===== src/rtl/i2c_pkg.sv =====
// Shared definitions for the I2C APB register front-end: register word offsets,
// CTRL/STATUS bit positions and FSM state encodings.
package i2c_pkg;

    localparam logic [2:0] REG_CTRL   = 3'd0;
    localparam logic [2:0] REG_ADDR   = 3'd1;
    localparam logic [2:0] REG_TXDATA = 3'd2;
    localparam logic [2:0] REG_RXDATA = 3'd3;
    localparam logic [2:0] REG_STATUS = 3'd4;

    localparam int CTRL_EN     = 0;
    localparam int CTRL_RW     = 1;
    localparam int CTRL_RSTART = 2;
    localparam int CTRL_FLUSH  = 3;
    localparam int CTRL_IE_RX  = 4;
    localparam int CTRL_IE_TX  = 5;

    localparam int ST_NACK = 4;
    localparam int ST_OVR  = 5;

    localparam logic [1:0] S_IDLE  = 2'd0;
    localparam logic [1:0] S_RUN   = 2'd1;
    localparam logic [1:0] S_STOPW = 2'd2;

endpackage


===== src/rtl/i2c_tx_fifo.sv =====
// Synchronous TX byte FIFO with flush; a push into a full FIFO is accepted when a pop
// happens in the same cycle.
module i2c_tx_fifo #(
    parameter int DEPTH = 4,
    parameter int WIDTH = 8
) (
    input  logic                     clk,
    input  logic                     rst_n,
    input  logic                     push,
    input  logic                     pop,
    input  logic                     flush,
    input  logic [WIDTH-1:0]         din,
    output logic [WIDTH-1:0]         dout,
    output logic                     full,
    output logic                     empty,
    output logic [$clog2(DEPTH):0]   count
);
    localparam int AW = $clog2(DEPTH);
    localparam int CW = AW + 1;

    logic [WIDTH-1:0] mem [DEPTH];
    logic [AW-1:0]    wr_ptr;
    logic [AW-1:0]    rd_ptr;
    logic             do_push;
    logic             do_pop;

    assign empty   = (count == CW'(0));
    assign full    = (count == CW'(DEPTH));
    assign do_pop  = pop & ~empty;
    assign do_push = push & (~full | do_pop);
    assign dout    = mem[rd_ptr];

    always_ff @(posedge clk or negedge rst_n) begin
        if (!rst_n) begin
            wr_ptr <= '0;
            rd_ptr <= '0;
            count  <= '0;
        end else if (flush) begin
            wr_ptr <= '0;
            rd_ptr <= '0;
            count  <= '0;
        end else begin
            if (do_push) wr_ptr <= wr_ptr + AW'(1);
            if (do_pop)  rd_ptr <= rd_ptr + AW'(1);
            if (do_push && !do_pop)      count <= count + CW'(1);
            else if (do_pop && !do_push) count <= count - CW'(1);
        end
    end

    // Storage carries no reset; occupancy is tracked by the pointers and count.
    always_ff @(posedge clk) begin
        if (do_push && !flush) mem[wr_ptr] <= din;
    end

endmodule


===== src/rtl/i2c_apb_regif.sv =====
// APB3 register front-end for the I2C byte controller: register bank, TX FIFO,
// RX capture and the IDLE/RUN/STOPW sequencing FSM.
module i2c_apb_regif
    import i2c_pkg::*;
#(
    parameter int ADDR_W     = 5,
    parameter int FIFO_DEPTH = 4
) (
    input  logic              clk,
    input  logic              rst_n,
    input  logic              psel,
    input  logic              penable,
    input  logic              pwrite,
    input  logic [ADDR_W-1:0] paddr,
    input  logic [31:0]       pwdata,
    output logic [31:0]       prdata,
    output logic              pready,
    output logic              pslverr,
    output logic              i2c_enable,
    output logic [6:0]        i2c_slave_address,
    output logic              i2c_rw,
    output logic              i2c_repeated_start,
    output logic [7:0]        i2c_data_in,
    input  logic              i2c_byte_done,
    input  logic [7:0]        i2c_rx_data,
    input  logic              i2c_rx_valid,
    input  logic              i2c_nack,
    input  logic              i2c_busy,
    output logic              irq
);
    localparam int CNT_W = $clog2(FIFO_DEPTH) + 1;

    logic             wr_en, rd_en, addr_err;
    logic [2:0]       reg_sel;
    logic             ctrl_en, ctrl_rw, ctrl_rstart, ie_rx, ie_tx;
    logic [6:0]       addr_reg, addr_sh;
    logic             rw_sh;
    logic [7:0]       rx_data;
    logic             rxv, nack_st, ovr;
    logic [1:0]       state;
    logic             tx_wr, tx_ovf, push, pop, flush;
    logic             tx_full, tx_empty;
    logic [7:0]       tx_head;
    logic [CNT_W-1:0] tx_count;
    logic             unused_wdata;

    assign unused_wdata = ^pwdata[31:8];

    assign wr_en    = psel & penable & pwrite;
    assign rd_en    = psel & penable & ~pwrite;
    assign reg_sel  = paddr[4:2];
    assign addr_err = (paddr > ADDR_W'(16));

    // Pops only happen for write transfers while running; a full FIFO still takes a push
    // when the controller frees a slot in the same cycle.
    assign pop     = (state == S_RUN) & i2c_byte_done & rw_sh & ~tx_empty;
    assign flush   = wr_en & ~addr_err & (reg_sel == REG_CTRL) & pwdata[CTRL_FLUSH];
    assign tx_wr   = wr_en & ~addr_err & (reg_sel == REG_TXDATA);
    assign tx_ovf  = tx_wr & tx_full & ~pop;
    assign push    = tx_wr & ~tx_ovf & ~flush;
    assign pready  = 1'b1;
    assign pslverr = psel & penable & (addr_err | tx_ovf);

    i2c_tx_fifo #(.DEPTH(FIFO_DEPTH), .WIDTH(8)) u_tx_fifo (
        .clk   (clk),
        .rst_n (rst_n),
        .push  (push),
        .pop   (pop),
        .flush (flush),
        .din   (pwdata[7:0]),
        .dout  (tx_head),
        .full  (tx_full),
        .empty (tx_empty),
        .count (tx_count)
    );

    always_ff @(posedge clk or negedge rst_n) begin
        if (!rst_n) begin
            ctrl_en     <= 1'b0;
            ctrl_rw     <= 1'b0;
            ctrl_rstart <= 1'b0;
            ie_rx       <= 1'b0;
            ie_tx       <= 1'b0;
            addr_reg    <= '0;
            rx_data     <= '0;
            rxv         <= 1'b0;
            nack_st     <= 1'b0;
            ovr         <= 1'b0;
        end else begin
            if (wr_en && !addr_err) begin
                case (reg_sel)
                    REG_CTRL: begin
                        ctrl_en     <= pwdata[CTRL_EN];
                        ctrl_rw     <= pwdata[CTRL_RW];
                        ctrl_rstart <= pwdata[CTRL_RSTART];
                        ie_rx       <= pwdata[CTRL_IE_RX];
                        ie_tx       <= pwdata[CTRL_IE_TX];
                    end
                    REG_ADDR: addr_reg <= pwdata[6:0];
                    default: ;
                endcase
            end
            if (i2c_nack) ctrl_en <= 1'b0;

            // A new byte always wins over a same-cycle read-clear of RXV.
            if (i2c_rx_valid) begin
                rx_data <= i2c_rx_data;
                rxv     <= 1'b1;
            end else if (rd_en && !addr_err && reg_sel == REG_RXDATA) begin
                rxv <= 1'b0;
            end

            if (i2c_nack)
                nack_st <= 1'b1;
            else if (wr_en && !addr_err && reg_sel == REG_STATUS && pwdata[ST_NACK])
                nack_st <= 1'b0;

            if ((i2c_rx_valid && rxv) || tx_ovf)
                ovr <= 1'b1;
            else if (wr_en && !addr_err && reg_sel == REG_STATUS && pwdata[ST_OVR])
                ovr <= 1'b0;
        end
    end

    // Address and direction are sampled on IDLE->RUN so CPU writes mid-transfer are deferred.
    always_ff @(posedge clk or negedge rst_n) begin
        if (!rst_n) begin
            state   <= S_IDLE;
            rw_sh   <= 1'b0;
            addr_sh <= '0;
        end else begin
            case (state)
                S_IDLE: if (ctrl_en && (!ctrl_rw || !tx_empty)) begin
                    state   <= S_RUN;
                    rw_sh   <= ctrl_rw;
                    addr_sh <= addr_reg;
                end
                S_RUN: if (!ctrl_en || i2c_nack ||
                           (rw_sh && (tx_empty || (pop && !push && tx_count == CNT_W'(1)))))
                    state <= S_STOPW;
                S_STOPW: if (!i2c_busy) state <= S_IDLE;
                default: state <= S_IDLE;
            endcase
        end
    end

    assign i2c_enable         = (state == S_RUN);
    assign i2c_slave_address  = addr_sh;
    assign i2c_rw             = rw_sh;
    assign i2c_repeated_start = ctrl_rstart;
    assign i2c_data_in        = tx_empty ? 8'h00 : tx_head;
    assign irq = (rxv & ie_rx) | (tx_empty & ie_tx) | nack_st | ovr;

    always_comb begin
        prdata = '0;
        if (rd_en && !addr_err) begin
            case (reg_sel)
                REG_CTRL:   prdata = {26'd0, ie_tx, ie_rx, 1'b0, ctrl_rstart, ctrl_rw, ctrl_en};
                REG_ADDR:   prdata = {25'd0, addr_reg};
                REG_RXDATA: prdata = {24'd0, rx_data};
                REG_STATUS: prdata = {26'd0, ovr, nack_st, i2c_busy, rxv, tx_full, tx_empty};
                default:    prdata = '0;
            endcase
        end
    end

endmodule


===== config.mk =====
export PLATFORM = sky130hd
export DESIGN_NAME = i2c_apb_regif
export DESIGN_NICKNAME = d
export VERILOG_FILES = /design/src/rtl/i2c_pkg.sv /design/src/rtl/i2c_tx_fifo.sv /design/src/rtl/i2c_apb_regif.sv
export SDC_FILE = /design/constraint.sdc
export NUM_CORES = 1
export LEC_CHECK = 0
export CORE_MARGIN = 1
export CORE_UTILIZATION = 46
export DETAILED_ROUTE_END_ITERATION = 10
export PLACE_DENSITY_LB_ADDON = 0.2
export SETUP_SLACK_MARGIN = 0.05
export SLEW_MARGIN = 20
export SYNTH_ARGS = -nofsm -noshare
export SYNTH_HDL_FRONTEND = slang
export SYNTH_SLANG_ARGS = --single-unit

===== constraint.sdc =====
create_clock -name clk -period 2.9 [get_ports clk]
set_clock_uncertainty 0.05 [all_clocks]
set_input_delay 0.29 -clock clk [delete_from_list [all_inputs] [get_ports clk]]
set_output_delay 0.29 -clock clk [all_outputs]
set_load 0.02 [all_outputs]

# Word level (Yosys, flattened, before mapping)
# Memories as Yosys holds them, arrays and structs flattened.
# Index checks and enable logic that the tools add are counted.
[classes] add_sub_neg=4 n_mul=0 div=0 n_lt_le_gt_ge=1 n_eq_ne=11 n_shift=0 mux=25 bitwise=31 n_reduce_logical=43
[op_table] operator="one-hot mux 8 bit (4 select lines)" n=1
[op_table] operator="bitwise AND 1 bit" n=19
[op_table] operator="2-to-1 mux 8 bit" n=2
[op_table] operator="logical AND 1 bit" n=14
[op_table] operator="2-to-1 mux 2 bit" n=7
[op_table] operator="nonzero test 2 bit" n=7
[op_table] operator="2-to-1 mux 1 bit" n=11
[op_table] operator="2-to-1 mux 3 bit" n=3
[op_table] operator="logical NOT 1 bit" n=8
[op_table] operator="AND reduction 2 bit" n=4
[op_table] operator="inverter 1 bit" n=7
[op_table] operator="equality test 3 x 1 -> 1 bit, second input constant" n=2
[op_table] operator="equality test 3 x 2 -> 1 bit, second input constant" n=2
[op_table] operator="equality test 3 bit, second input constant" n=2
[op_table] operator="logical NOT 3 bit" n=2
[op_table] operator="one-hot mux 2 bit (3 select lines)" n=1
[op_table] operator="> comparator 5 bit, second input constant" n=1
[op_table] operator="logical OR 1 bit" n=5
[op_table] operator="OR 1 bit" n=5
[op_table] operator="adder 2 x 1 -> 2 bit, second input constant" n=2
[op_table] operator="!= test 2 bit, second input constant" n=2
[op_table] operator="adder 3 x 1 -> 3 bit, second input constant" n=1
[op_table] operator="AND reduction 3 bit" n=1
[op_table] operator="nonzero test 3 bit" n=1
[op_table] operator="other kinds (5)" n=5
[totals] reg_bits=40 latchBits=0 mem_bits_rw=32 mem_bits_ro=0 in_bits=54 output_inout_bits=53 word_cells=132 mem_count=1
[mem_list] memory="u_tx_fifo.mem" depth=4 word_bits=8 rd=1 rd_ports_with_merged_regs=0 wr=1 line="i2c_tx_fifo.sv:21" text="logic [WIDTH-1:0] mem [DEPTH];"

# Depth between registers and ports, before layout
# Gate-level depths: netlist (run 1).
[depth] depth_word=17 ltp_mapped=7 ltp_nobuf=6

# Cells and area by module
# Synthesis (run 1) repeated with hierarchy kept, for this count alone.
[hier_totals] hier_cells=296 hier_area_um2=3767.4
[modules_own_cells] mod="i2c_apb_regif" n_inst=1 cells_each=191 area_per_inst_um2=2033.2 seq_area_each_um2=825.8
[modules_own_cells] mod="i2c_tx_fifo" n_inst=1 cells_each=105 area_per_inst_um2=1734.2 seq_area_each_um2=1136.1

# Least setup slack after synthesis (run 1)
# OpenSTA, ideal clock, no wires.
[synth_path] kind="register to register" start="reg u_tx_fifo.count[0]" end="mem u_tx_fifo.mem[0][0], enable pin" setup_ns=0.332 arrival_time_ns=1.631 setup_slack_ns=0.888 stages_incl_launch_ff=6 n_path_buf=0 path_cell_list="dfrtp_1 inv_1 ha_1 and2_1 a2111oi_4 and2_1"
[synth_via] elab_chain_len=12
[synth_lines] element="from (decl)" line="i2c_tx_fifo.sv:16" text="output logic [$clog2(DEPTH):0] count"
[synth_lines] element="from (signal assigned)" line="i2c_tx_fifo.sv:45" text="if (do_push && !do_pop) count <= count + CW'(1);"
[synth_lines] element="from (signal assigned)" line="i2c_tx_fifo.sv:46" text="else if (do_pop && !do_push) count <= count - CW'(1);"
[synth_lines] element="logical NOT 3 bit" line="i2c_tx_fifo.sv:27" text="assign empty = (count == CW'(0));"
[synth_lines] element="inverter 1 bit" line="i2c_tx_fifo.sv:29, i2c_apb_regif.sv:56"
[synth_lines] element="bitwise AND 1 bit" line="i2c_apb_regif.sv:56" text="assign pop = (state == S_RUN) & i2c_byte_done & rw_sh & ~tx_empty;"
[synth_lines] element="inverter 1 bit" line="i2c_apb_regif.sv:59" text="assign tx_ovf = tx_wr & tx_full & ~pop;"
[synth_lines] element="bitwise AND 1 bit" line="i2c_apb_regif.sv:59"
[synth_lines] element="inverter 1 bit" line="i2c_apb_regif.sv:60" text="assign push = tx_wr & ~tx_ovf & ~flush;"
[synth_lines] element="bitwise AND 1 bit (2 in a row)" line="i2c_apb_regif.sv:60"
[synth_lines] element="bitwise AND 1 bit (*)" line="i2c_tx_fifo.sv:30" text="assign do_push = push & (~full | do_pop);"
[synth_lines] element="logical AND 1 bit (*)" line="i2c_tx_fifo.sv:52" text="if (do_push && !flush) mem[wr_ptr] <= din;"
[synth_lines] element="2-to-1 mux 1 bit (*)" line="i2c_tx_fifo.sv:52"
[synth_lines] element="2-to-1 mux 1 bit (implied by the code) (*)" line="i2c_tx_fifo.sv:52"
[synth_lines] element="to (decl)" line="i2c_tx_fifo.sv:21"
# Mark *: on every way between the ends. The rest lies on a longest branch, timed or not.

# Final worst setup path (run 1)
[layout_path] start="in paddr[2]" end="out prdata[2]"
[layout_via] elab_chain_len=4
[layout_lines] element="from (decl)" line="i2c_apb_regif.sv:14" text="input logic [ADDR_W-1:0] paddr,"
[layout_lines] element="> comparator 5 bit" line="i2c_apb_regif.sv:52" text="assign addr_err = (paddr > ADDR_W'(16));"
[layout_lines] element="logical NOT 1 bit" line="i2c_apb_regif.sv:156" text="if (rd_en && !addr_err) begin"
[layout_lines] element="logical AND 1 bit" line="i2c_apb_regif.sv:156"
[layout_lines] element="2-to-1 mux 8 bit (*)" line="i2c_apb_regif.sv:156"
[layout_lines] element="to (decl)" line="i2c_apb_regif.sv:16" text="output logic [31:0] prdata,"
# Marked as above.

==> out/metrics.cfg, run 1 <==
[timing]
tightestPinTransition_ps=926
fmax_ghz=0.364
finalSetupViolCount=0
rsz0062_at_grt=false
relSlewSlack=0.383
worst_slack_ps=149
holdWs_ps=14.3
slew_violations=0
period_share=0.948
tns_ps=0
hold_viol=0
min_period_ps=2750

[cts]
clkSlewWorstSetupHoldPaths_ps=90
cts_tree=yes
clock_latency_ps=350
clock_sinks=72
cts_root_buf=clkbuf_8
clock_path_buffers=2
cts_made_buffers=9
htree_levels=3

[routing]
via_per_inst=5.18
drt-initial-drc-count=89
finalWirelength_um=7480
ant_nets=0
wl_per_cell_um=16.5
dr.pass1.iters=4
drc=0
vias=2345

[logic_synthesis]
yosys.area_share.simple=0.116
synthesis.area_sq_um=3630
synth_edf_count=32
synth-main-ff-cell=dfrtp_1
ys_seq_area_frac=0.541
synth-xor-area-share=0.0135
avgSynthCellArea_sq_um=13.0
muxShareOfSynthArea=0.156
synth_compound_area_frac=0.0745
async_flop_share=0.556
synthCells=278
ys_types=47
synth_warnings=0
synth_top_family_by_area=multiplexers
synth_seq_cells=72
synthAdderAreaFrac=0.0276

[die]
dieArea_sq_um=8240
core_sq_um=7690
row_count=32
die_x_um=90.8
start_util=0.472
pin_count=107
die_y_um=90.8

[critical_path]
arrival_ps=2410
crit_top_cell=clkdlybuf4s50_1
max_stage_delay_ps=710
slowest_stage=clkdlybuf4s50_1
timing.rr.start=u_tx_fifo.count[0]$_DFFE_PN0P_
cp_cell_sequence=clkdlybuf4s50_1 -> nor2b_1 -> a22oi_1 -> o22a_1 -> nor2_1 -> clkdlybuf4s50_1
cp_num_buf_inv=2
r2r-end=u_tx_fifo.mem[3][0]$_DFFE_PP_
start_kind=primary input
worstPathRequired_ps=2560
critical_path_class=primary input to primary output
reg2reg_slack_ps=660
cp_top_family=buffers and inverters
endpoint_kind=primary output
crit_fanout=11
r2r_cells=5

[power_and_ir_drop]
peakVddDrop_uv=267
p_per_area_nw_per_um2=565
p_leak_nw=1.81

[final_layout]
largest-register=u_tx_fifo.mem
syn2layout_area_growth_pct=23.9
largest_reg_flops=32
top_regs=u_tx_fifo.mem x32, rx_data x8
fin_nets=408
antenna_cells=0
utilization=0.585
fill_cells=641
layout-drive-gt1-share=0.214

[grt]
grt_pass1_vias=2264
gr-usage-all-layers=0.191
antenna_found_initial=0
grt_pass1_wl_um=11900
grt_max_degree=41
grt_overflow_total=0

[place]
gp_congestion=0.844
dpl.hpwl_um=5310
place_ws_ps=89.7
numPortBuffers=57

[job]
drv_cap=0

[worst_hold_path]
hp-class=primary input to asynchronous set/reset pin

[outcome]
outcome=complete, no violations

routing by layer:
layer / track usage / wire length, um
met4: 0.0780 / 133
met3: 0.0354 / 333
met1: 0.256 / 3410
met2: 0.307 / 3600
met5: 0 / 0
layout by cell type (no fill, tap or decap), types with 8 or more instances in the layout:
| master | instances |
|---|---|
| nand2_1 | 10 |
| mux2_2 | 29 |
| clkbuf_8 | 9 |
| nor2_1 | 19 |
| nand3_1 | 9 |
| ha_1 | 8 |
| edfxtp_1 | 32 |
| dfrtp_1 | 40 |
| clkdlybuf4s50_1 | 55 |
| buf_4 | 13 |
| mux4_2 | 8 |
| conb_1 | 25 |
| and2_1 | 14 |
logic make-up (layout without fill, tap and decap cells):
kind of cell / after synthesis / in the layout
xor+xnor: 4 / 4
compound gates: 32 / 32
simple gates: 76 / 76
buf+inv: 41 / 91
fa+ha+maj: 8 / 8
mux: 43 / 43
flops: 72 / 72
other cells: 2 / 25
cell usage after synthesis, drive strengths merged, types with 2 or more instances:
| cell type | instances | share of area |
|---|---|---|
| dfrtp | 40 | 0.28 |
| edfxtp | 32 | 0.26 |
| mux2 | 29 | 0.090 |
| buf | 28 | 0.056 |
| nor2 | 19 | 0.020 |
| and2 | 14 | 0.024 |
| nand2 | 10 | 0.010 |
| nand3 | 10 | 0.014 |
| clkbuf | 8 | 0.0083 |
| ha | 8 | 0.028 |
| mux4 | 8 | 0.050 |
| mux2i | 6 | 0.017 |
| inv | 5 | 0.0052 |
| nand2b | 5 | 0.0086 |
| nor2b | 5 | 0.0086 |
| a21oi | 4 | 0.0055 |
| a22oi | 4 | 0.0083 |
| a21o | 3 | 0.0062 |
| and3 | 3 | 0.0052 |
| and4b | 3 | 0.0083 |
| o21a | 3 | 0.0062 |
| o21ai | 3 | 0.0041 |
| o311a | 3 | 0.0083 |
| conb | 2 | 0.0021 |
| o22a | 2 | 0.0048 |
| xnor2 | 2 | 0.0048 |
timing repair:
item                       4_1_cts  5_1_grt
hold buffers                     0        0
setup buffers                    0        0
setup endpoints to repair        0        4
resized for setup                0        3
layout make-up:
type | instances | area, sq um | area share
Clock inverter | 7 | 86.3 | 0.0192
Tap cell | 102 | 128 | 0.0284
Clock buffer | 9 | 124 | 0.0276
Timing Repair Buffer | 70 | 666 | 0.148
Inverter | 5 | 18.8 | 0.00417
Multi-Input combinational cell | 188 | 1510 | 0.336
Sequential cell | 72 | 1960 | 0.436
power breakdown:
| group | switching [mW] | internal, mW |
|---|---|---|
| Combinational | 0.241 | 0.240 |
| Sequential | 0.0731 | 1.14 |
| Clock | 0.427 | 0.415 |
metrics by stage:
| step | std cells | instance area (sq um) | power [mW] |
|---|---|---|---|
| after floorplan | 301 | 3710 | 1.54 |
| after global placement | 437 | 4270 | 1.71 |
| after detailed placement | 437 | 4270 | 1.72 |
| after CTS | 453 | 4480 | 2.56 |
| after global routing | 453 | 4500 | 2.65 |
| final | 453 | 4500 | 2.54 |
worst reg2reg max path, stage by stage, from the launching register on:
cell	delay, ps
dfrtp_1	410
inv_1	80
ha_1	230
and2_1	210
a2111oi_4	440
and2_1	460
how the worst max path moves through the flow:
stage	from	end	slack [ps]	depth (start not counted)
floorplan	u_tx_fifo.count[0]$_DFFE_PN0P_	u_tx_fifo.mem[0][0]$_DFFE_PP_	890	5
global placement	paddr[4]	prdata[6]	120	6
detailed placement	paddr[4]	prdata[3]	90	7
CTS	paddr[4]	prdata[3]	80	7
global route	paddr[2]	prdata[5]	60	6
finish	paddr[2]	prdata[2]	150	6
No activity file was read; power rests on OpenSTA's default activity.
==> run 2: changes to the inputs <==
TNS_END_PERCENT = 30   (was default)
==> results of run 2 <==
The final DEF is identical to that of run 1; final timing and power are the same.
==> run 3: changes to the inputs <==
CTS_BUF_LIST = sky130_fd_sc_hd__clkbuf_16   (was default)
==> run 3 against run 2 <==
Effect of this change: final cell count stayed put; utilization grew 1.2 points; register-to-register slack improved by 20 ps; critical path type unchanged; critical endpoint is now prdata[3]; largest cell class unchanged.
==> out/metrics.cfg, run 3 (synthesized netlist as in run 1, its figures left out) <==
[cts]
clock_path_buffers=2
cts_root_buf=clkbuf_16
clock_sinks=72
cts_tree=yes
cts_made_buffers=9
clkSlewWorstSetupHoldPaths_ps=60
htree_levels=3
clock_latency_ps=330
cts_hold_buffers=0

[grt]
gr-usage-all-layers=0.199
grt_pass1_vias=2242
antenna_found_initial=0
grt_max_degree=41
grt_overflow_total=0
grt_pass1_wl_um=12200

[timing]
period_share=0.952
hold_viol=0
rsz0062_at_grt=false
relSlewSlack=0.391
tns_ps=0
finalSetupViolCount=0
fmax_ghz=0.362
min_period_ps=2760
tightestPinTransition_ps=913
slew_violations=0

[power_and_ir_drop]
switchingPower_uw=782
peakVddDrop_uv=351
p_clk_frac=0.405
finalPower_mw=2.85
p_leak_nw=1.85
p_seq_frac=0.427
p_int_mw=2.07
p_per_area_nw_per_um2=621
power_frac_comb=0.168
p_sw_frac=0.274

[routing]
via_per_inst=5.24
finalWirelength_um=7590
met3WireLength_um=423
ant_nets=0
met1_length_um=3370
wl_per_cell_um=16.8
top_layer=met4
drt-initial-drc-count=83
drc=0
dr.pass1.iters=5
dr_wl_met2_um=3710
vias=2373

[final_layout]
largest-register=u_tx_fifo.mem
mostFrequentLayoutCells=54 x clkdlybuf4s50_1, 40 x dfrtp_1, 32 x edfxtp_1
final_common_cell=clkdlybuf4s50_1
utilization=0.597
final_area_sq_um=4590
antenna_cells=0
top_regs=u_tx_fifo.mem x32, rx_data x8
layout-drive-gt1-share=0.211
fill_cells=635
largest_reg_flops=32
fin_nets=408
layoutNonFillerInstCount=453
syn2layout_area_growth_pct=26.5

[place]
gp_congestion=0.844
dp_cells=437
placedInstanceArea_sq_um=4270
numPortBuffers=57
dpl.hpwl_um=5310

[job]
drv_cap=0

[critical_path]
critPathLaunch=paddr[2]
timing.rr.start=u_tx_fifo.count[0]$_DFFE_PN0P_
endpoint_kind=primary output
reg2reg_slack_ps=680
crit_fanout=11
arrival_ps=2420
critical_path_class=primary input to primary output
start_kind=primary input
r2r-end=u_tx_fifo.mem[3][0]$_DFFE_PP_
setup.worst_path.end=prdata[3]
r2r_cells=5
worstPathRequired_ps=2560

[worst_hold_path]
hp-class=primary input to asynchronous set/reset pin

[die]
core_sq_um=7690
die_y_um=90.8
dieArea_sq_um=8240
start_util=0.472
pin_count=107
row_count=32
die_x_um=90.8

[outcome]
outcome=complete, no violations

-- run 3: cell types whose count changed in the layout (fill, tap and decap cells not counted) --
cell / delta
o31ai_2: -1
clkbuf_8: -9
dlymetal6s2s_1: -1
clkdlybuf4s50_1: -1
dlygate4sd2_1: +2
o31ai_1: +1
clkbuf_16: +9
-- run 3: stage by stage --
stage | hold WS, ps | worst slack (ps)
6_report | 32.4 | 138
5_1_grt | 116 | 49.5
4_1_cts | 75.8 | 88.3
3_5_place_dp | 429 | 89.7
3_3_place_gp | 420 | 118
2_1_floorplan | -55.6 | 888
-- run 3: area by class of cell --
type	count	area [sq um]	area share
inverter	5	18.8	0.00409
tap	102	128	0.0278
clock inverter	7	86.3	0.0188
timing repair buffer	70	661	0.144
sequential	72	1960	0.428
multi-input combinational	188	1510	0.328
clock buffer	9	225	0.0491
-- run 3: worst min path at each step --
stage                      from                                to  slack, ps  cells after the start
after floorplan           rst_n           addr_reg[0]$_DFFE_PN0P_        -60                      0
after global placement    rst_n  i2c_slave_address[5]$_DFFE_PN0P_        420                      1
after detailed placement  rst_n  i2c_slave_address[5]$_DFFE_PN0P_        430                      1
after CTS                 rst_n            rx_data[5]$_DFFE_PN0P_         80                      1
after global routing      rst_n  i2c_slave_address[5]$_DFFE_PN0P_        120                      1
final                     rst_n  i2c_slave_address[5]$_DFFE_PN0P_         30                      1
-- run 3: routing by layer --
metal	up-vias	GRT usage
li1	1095	-
met1	1182	0.270
met2	87	0.307
met3	9	0.0589
met4	0	0.0635
met5	-	0
-- run 3: repair_timing --
action                     4_1_cts  5_1_grt
setup endpoints to repair        1        3
gates resized for setup          2        1
setup buffers                    0        0
-- run 3: critical path, stage by stage --
cell and delay [ps]:
clkdlybuf4s50_1 610, o31ai_1 410, nand3_2 210, buf_4 190, nor2_1 100, clkdlybuf4s50_1 610
-- run 3: power by group through the flow --
stage / logic, mW / registers [mW] / clock network [mW]
floorplan: 0.308 / 1.23 / 0
global placement: 0.470 / 1.24 / 0
detailed placement: 0.481 / 1.24 / 0
CTS: 0.484 / 1.22 / 1.17
global route: 0.526 / 1.23 / 1.22
finish: 0.478 / 1.22 / 1.15
